==> config.mk <==
export PLATFORM = sky130hd
export DESIGN_NAME = obi_arbiter
export DESIGN_NICKNAME = d
export VERILOG_FILES = /design/src/rtl/obi_pkg.sv /design/src/rtl/obi_id_fifo.sv /design/src/rtl/obi_arbiter.sv
export SDC_FILE = /design/constraint.sdc
export NUM_CORES = 1
export LEC_CHECK = 0
export CAP_MARGIN = 20
export CORE_AREA = 2 2 107 109
export DETAILED_ROUTE_END_ITERATION = 7
export DIE_AREA = 0 0 109 111
export PLACE_DENSITY_LB_ADDON = 0.3
export SYNTH_ARGS = -nofsm -noshare
export SYNTH_HDL_FRONTEND = slang
export SYNTH_SLANG_ARGS = --single-unit
==> constraint.sdc <==
create_clock -name clk_i -period 2.21 [get_ports clk_i]
set_input_delay 0.442 -clock clk_i [delete_from_list [all_inputs] [get_ports clk_i]]
set_output_delay 0.442 -clock clk_i [all_outputs]
set_load 0.02 [all_outputs]
==> src/rtl/obi_pkg.sv <==
// Shared types and constants for the OBI instruction/data arbiter.
package obi_pkg;

   typedef enum logic {
      OBI_ID_INSTR = 1'b0,
      OBI_ID_DATA  = 1'b1
   } obi_id_e;

   localparam logic [3:0] OBI_BE_FULL = 4'hF;

endpackage

==> src/rtl/obi_id_fifo.sv <==
// Outstanding-transaction ID FIFO: remembers which requester owns each
// accepted address phase so in-order responses can be steered back.
module obi_id_fifo #(
   parameter int unsigned DEPTH = 2
) (
   input  logic clk_i,
   input  logic rst,
   input  logic push,
   input  logic pop,
   input  logic din,
   output logic head,
   output logic full,
   output logic empty
);

   localparam int unsigned PTR_W = (DEPTH > 1) ? $clog2(DEPTH) : 1;
   localparam int unsigned CNT_W = $clog2(DEPTH) + 1;

   logic [DEPTH-1:0] mem_q;
   logic [PTR_W-1:0] wr_ptr_q;
   logic [PTR_W-1:0] rd_ptr_q;
   logic [CNT_W-1:0] count_q;
   logic             do_push;
   logic             do_pop;

   // Explicit wrap keeps DEPTH=1 correct where the pointer is wider than needed.
   function automatic logic [PTR_W-1:0] ptr_inc(input logic [PTR_W-1:0] p);
      if (p == PTR_W'(DEPTH - 1))
         return '0;
      else
         return p + 1'b1;
   endfunction

   assign full    = (count_q == CNT_W'(DEPTH));
   assign empty   = (count_q == '0);
   assign do_push = push & ~full;
   assign do_pop  = pop & ~empty;
   assign head    = mem_q[rd_ptr_q];

   always_ff @(posedge clk_i or posedge rst) begin
      if (rst) begin
         mem_q    <= '0;
         wr_ptr_q <= '0;
         rd_ptr_q <= '0;
         count_q  <= '0;
      end else begin
         if (do_push) begin
            mem_q[wr_ptr_q] <= din;
            wr_ptr_q        <= ptr_inc(wr_ptr_q);
         end
         if (do_pop)
            rd_ptr_q <= ptr_inc(rd_ptr_q);
         case ({do_push, do_pop})
            2'b10:   count_q <= count_q + 1'b1;
            2'b01:   count_q <= count_q - 1'b1;
            default: count_q <= count_q;
         endcase
      end
   end

endmodule

==> src/rtl/obi_arbiter.sv <==
// Two-to-one OBI arbiter (instruction fetch + data) onto one subordinate port.
// OBI_ARB_ROUND_ROBIN_EN selects round-robin; OBI_ARB_ASSERT_EN adds protocol checks.
module obi_arbiter
   import obi_pkg::*;
#(
   parameter int unsigned MAX_OUTSTANDING = 2
) (
   input  logic        clk_i,
   input  logic        rst,
   input  logic        instr_req_i,
   input  logic [31:0] instr_addr_i,
   output logic        instr_gnt_o,
   output logic        instr_rvalid_o,
   output logic [31:0] instr_rdata_o,
   input  logic        data_req_i,
   input  logic        data_we_i,
   input  logic [3:0]  data_be_i,
   input  logic [31:0] data_addr_i,
   input  logic [31:0] data_wdata_i,
   output logic        data_gnt_o,
   output logic        data_rvalid_o,
   output logic [31:0] data_rdata_o,
   output logic        s_req_o,
   output logic        s_we_o,
   output logic [3:0]  s_be_o,
   output logic [31:0] s_addr_o,
   output logic [31:0] s_wdata_o,
   input  logic        s_gnt_i,
   input  logic        s_rvalid_i,
   input  logic [31:0] s_rdata_i
);

   obi_id_e winner;
   obi_id_e pref;
   obi_id_e lock_id_q;
   logic    lock_q;
   logic    any_req;
   logic    accept;
   logic    fifo_full;
   logic    fifo_empty;
   logic    fifo_head;
   logic    rvalid_ok;

`ifdef OBI_ARB_ROUND_ROBIN_EN
   obi_id_e rr_q;

   always_ff @(posedge clk_i or posedge rst) begin
      if (rst)
         rr_q <= OBI_ID_DATA;
      else if (accept)
         rr_q <= (winner == OBI_ID_DATA) ? OBI_ID_INSTR : OBI_ID_DATA;
   end

   assign pref = rr_q;
`else
   assign pref = OBI_ID_DATA;
`endif

   always_comb begin
      winner = OBI_ID_DATA;
      if (lock_q)
         winner = lock_id_q;
      else if (instr_req_i && data_req_i)
         winner = pref;
      else if (instr_req_i)
         winner = OBI_ID_INSTR;
   end

   // Full gating is absolute: a same-cycle pop does not open a slot.
   assign any_req = instr_req_i | data_req_i;
   assign s_req_o = any_req & ~fifo_full;
   assign accept  = s_req_o & s_gnt_i;

   always_comb begin
      s_we_o    = 1'b0;
      s_be_o    = '0;
      s_addr_o  = '0;
      s_wdata_o = '0;
      if (any_req) begin
         if (winner == OBI_ID_DATA) begin
            s_we_o    = data_we_i;
            s_be_o    = data_be_i;
            s_addr_o  = data_addr_i;
            s_wdata_o = data_wdata_i;
         end else begin
            s_be_o    = OBI_BE_FULL;
            s_addr_o  = instr_addr_i;
         end
      end
   end

   assign instr_gnt_o = accept & (winner == OBI_ID_INSTR);
   assign data_gnt_o  = accept & (winner == OBI_ID_DATA);

   // Hold the stalled winner so the subordinate sees a stable address phase.
   always_ff @(posedge clk_i or posedge rst) begin
      if (rst) begin
         lock_q    <= 1'b0;
         lock_id_q <= OBI_ID_INSTR;
      end else begin
         lock_q <= s_req_o & ~s_gnt_i;
         if (s_req_o & ~s_gnt_i)
            lock_id_q <= winner;
      end
   end

   obi_id_fifo #(
      .DEPTH (MAX_OUTSTANDING)
   ) u_fifo (
      .clk_i (clk_i),
      .rst   (rst),
      .push  (accept),
      .pop   (s_rvalid_i),
      .din   (winner),
      .head  (fifo_head),
      .full  (fifo_full),
      .empty (fifo_empty)
   );

   assign rvalid_ok      = s_rvalid_i & ~fifo_empty;
   assign instr_rvalid_o = rvalid_ok & (obi_id_e'(fifo_head) == OBI_ID_INSTR);
   assign data_rvalid_o  = rvalid_ok & (obi_id_e'(fifo_head) == OBI_ID_DATA);
   assign instr_rdata_o  = s_rdata_i;
   assign data_rdata_o   = s_rdata_i;

`ifdef OBI_ARB_ASSERT_EN
   always_ff @(posedge clk_i) begin
      if (!rst)
         assert (!(s_rvalid_i && fifo_empty))
            else $error("obi_arbiter: rvalid with no outstanding transaction");
   end
`endif

endmodule

==> impl_metrics.ini <==
[timing]
setup_viol = 0
hold_viol = 0
skew_ns = 0.000122
rsz0062_at_grt = no
min_period_over_period_pct = 96.6
slew_viol_final = 0
setup_tns_ns = 0
relSlewSlack_pct = 79.3
clock.fmax_mhz = 468
finalCriticalPeriod_ns = 2.14
worst_pin_slew_ns = 0.310
whs_ns = 0.469

[cells_and_area]
fin_area_um2 = 3380
final_cells = 530
utilization_pct = 30.5
drive_above_1_share_pct = 29.5
diodes = 0
final_net_count = 529
syn2layout_area_growth_pct = 83.8

[critical_path]
reg2regPathDepth = 6
regToRegSetupSlack_ns = 0.61
cp-end-kind = output port
required_ns = 1.77
critPathLaunchType = input pin
cp.arrival_ns = 1.69
timing.rr.start = u_fifo.count_q[0]
crit_type = input pin to output port
r2r_end = u_fifo.count_q[1]
crit_fanout = 16

[synthesis]
yosysUniqueCellTypes = 31
ys_ff_latch = 8
ys_warn_count = 0
netlist_instances = 262
seq_area_frac_synth_pct = 10.9
synth-compound-area-share_pct = 30.3
muxShareOfSynthArea_pct = 4.36
synth_top_cell_by_area = buf_4
synth_xor_area_share_pct = 2.38
synth_top_family_by_area = buffers and inverters
synth_fp_nets = 402
synth-adder-area-share_pct = 0.681
synth_area_um2 = 1840
synth-simple-area-share_pct = 17.8
synth_area_leaders = buf_4 26%, and2_1 11%, dfrtp_1 11%
synth.top_cell.area_share_pct = 26.2
avgSynthCellArea_um2 = 7.01

[global_routing]
grt_pass1_vias = 2104
grt_max_degree = 32
track_usage_pct = 12.5
grt-ovfl-total = 0
antenna_found_initial = 0
grt_pass1_wl_um = 11900

[cts]
cts_hold_buf = 0
root_buffer = clkbuf_16
numCtsBuffers = 3
clk_latency_ns = 0.23
clock_sinks = 8
htreeDepth = 1
clockBufferDepth = 2
cts_tree = built
clk_pin_slew_ns = 0.04

[routing]
ant_nets = 0
firstDrtPassIters = 4
routed_wl_um = 8700
vias = 2291
via_per_inst = 4.32
drc_errors = 0
wl_per_cell_um = 16.4
drt-initial-drc-count = 75

[pwr]
switchingPower_mw = 1.02
p_clk_share_pct = 12.8
swShare_pct = 43.8
p_per_area_nw_per_um2 = 691
worst_ir_drop_vdd_v = 0.000510
p_leak_nw = 1.42
p_comb_share_pct = 74.6
power_frac_seq_pct = 12.7
internal_power_mw = 1.31

[place]
gp_congestion = 0.743
dpl_cell_area_um2 = 3400
placed_cells = 519
portBuffers = 180
hpwl_um = 6480

[floorplan]
row_count = 39
die_area_um2 = 12100
die_w_um = 109
start_util_pct = 16.6
ios = 277
coreArea_um2 = 11100
fp.dieH_um = 111

[hold_path]
hold_path_class = input pin to asynchronous set/reset pin

[flow_run]
maxCapViolCount = 0

[run_status]
outcome = finished clean
[sequential cells by signal, summed over array words and instances (netlist names)]
register and flops:
u_fifo.wr_ptr_q 1, u_fifo.count_q 2, u_fifo.rd_ptr_q 1, lock_q 1, u_fifo.mem_q 2, lock_id_q 1
[stage by stage]
step | setup slack (ns) | power, mW
after floorplan | 0.444 | 1.40
after global placement | -0.527 | 2.08
after detailed placement | -0.524 | 2.09
after CTS | 0.000424 | 2.36
after global routing | 0.00105 | 2.49
final | 0.0741 | 2.33
[timing repair]
item / in CTS / in global routing
setup buffers: 5 / 0
pin swaps: 2 / 0
setup endpoints to repair: 73 / 14
gates resized for setup: 291 / 18
cloned: 2 / 1
[synth_stat cells]
cell type / n
buf_4: 64
a21oi_1: 33
and2_1: 33
o21ai_0: 32
o22ai_1: 31
clkbuf_1: 9
dfrtp_1: 8
nor2_1: 8
buf_6: 5
buf_2: 4
o21a_1: 4
xnor2_1: 4
clkbuf_2: 3
inv_1: 3
mux2_2: 2
mux2i_1: 2
nand2b_1: 2
nor2b_1: 2
a21o_1: 1
ha_1: 1
mux2_4: 1
mux2i_4: 1
nand2_1: 1
nand3_2: 1
nand4b_2: 1
nor2_2: 1
nor2b_2: 1
nor3_1: 1
nor3_2: 1
or2_1: 1
xor2_1: 1
[power by group through the flow]
stage	registers [mW]	logic, mW	clock network, mW
after floorplan	0.270	1.13	0
after global placement	0.292	1.78	0
after detailed placement	0.299	1.79	0
after CTS	0.298	1.76	0.305
after global routing	0.309	1.87	0.316
final	0.295	1.74	0.298
[metal layers]
layer | GRT usage [%] | up-vias | share of wire [%]
li1 | - | 1105 | -
met1 | 13.3 | 1020 | 35
met2 | 24.3 | 147 | 54
met4 | 2.39 | 0 | 2.1
met5 | 0 | - | 0
met3 | 3.06 | 19 | 9.0
[final cells by class]
type,count,area [µm²]
inverters,3,11.3
well taps,143,179
fillers,1215,7700
repair buffers,207,1880
multi-input cells,166,1030
clock buffers,3,75.1
flip-flops and latches,8,201
[critical path, stage by stage]
cell	delay (ns)
dlygate4sd2_1	0.29
mux2i_4	0.16
buf_4	0.17
buf_16	0.16
o22ai_1	0.09
a21oi_1	0.12
clkdlybuf4s15_2	0.27
[cell usage in the layout (no fill, tap or decap), types with 3 or more instances in the layout]
master,n
a21oi_1,32
and2_1,33
buf_12,4
buf_2,37
buf_4,39
clkbuf_16,4
clkbuf_2,3
clkdlybuf4s15_2,9
clkdlybuf4s50_1,104
dfrtp_1,7
dlygate4sd2_1,4
inv_1,3
nor2_1,8
o21a_1,4
o21ai_0,32
o22ai_1,31
xnor2_1,4
[worst max-delay path by stage]
stage | start | to
2_1_floorplan | lock_q | s_addr_o[0]
3_3_place_gp | instr_req_i | s_addr_o[13]
3_5_place_dp | instr_req_i | s_addr_o[5]
4_1_cts | s_rvalid_i | data_rvalid_o
5_1_grt | lock_q | s_addr_o[7]
6_report | data_req_i | s_addr_o[15]
[cell families (layout without fill, tap and decap cells)]
family                   count (synthesis)  after routing
buffers and inverters                   88            213
multiplexers                             6              6
adder cells (fa/ha/maj)                  1              1
AND/OR/NAND/NOR                         53             53
AO/OA/AOI/OAI                          101            101
flip-flops                               8              8
XOR/XNOR                                 5              5
(Power assumes the default switching activity.)
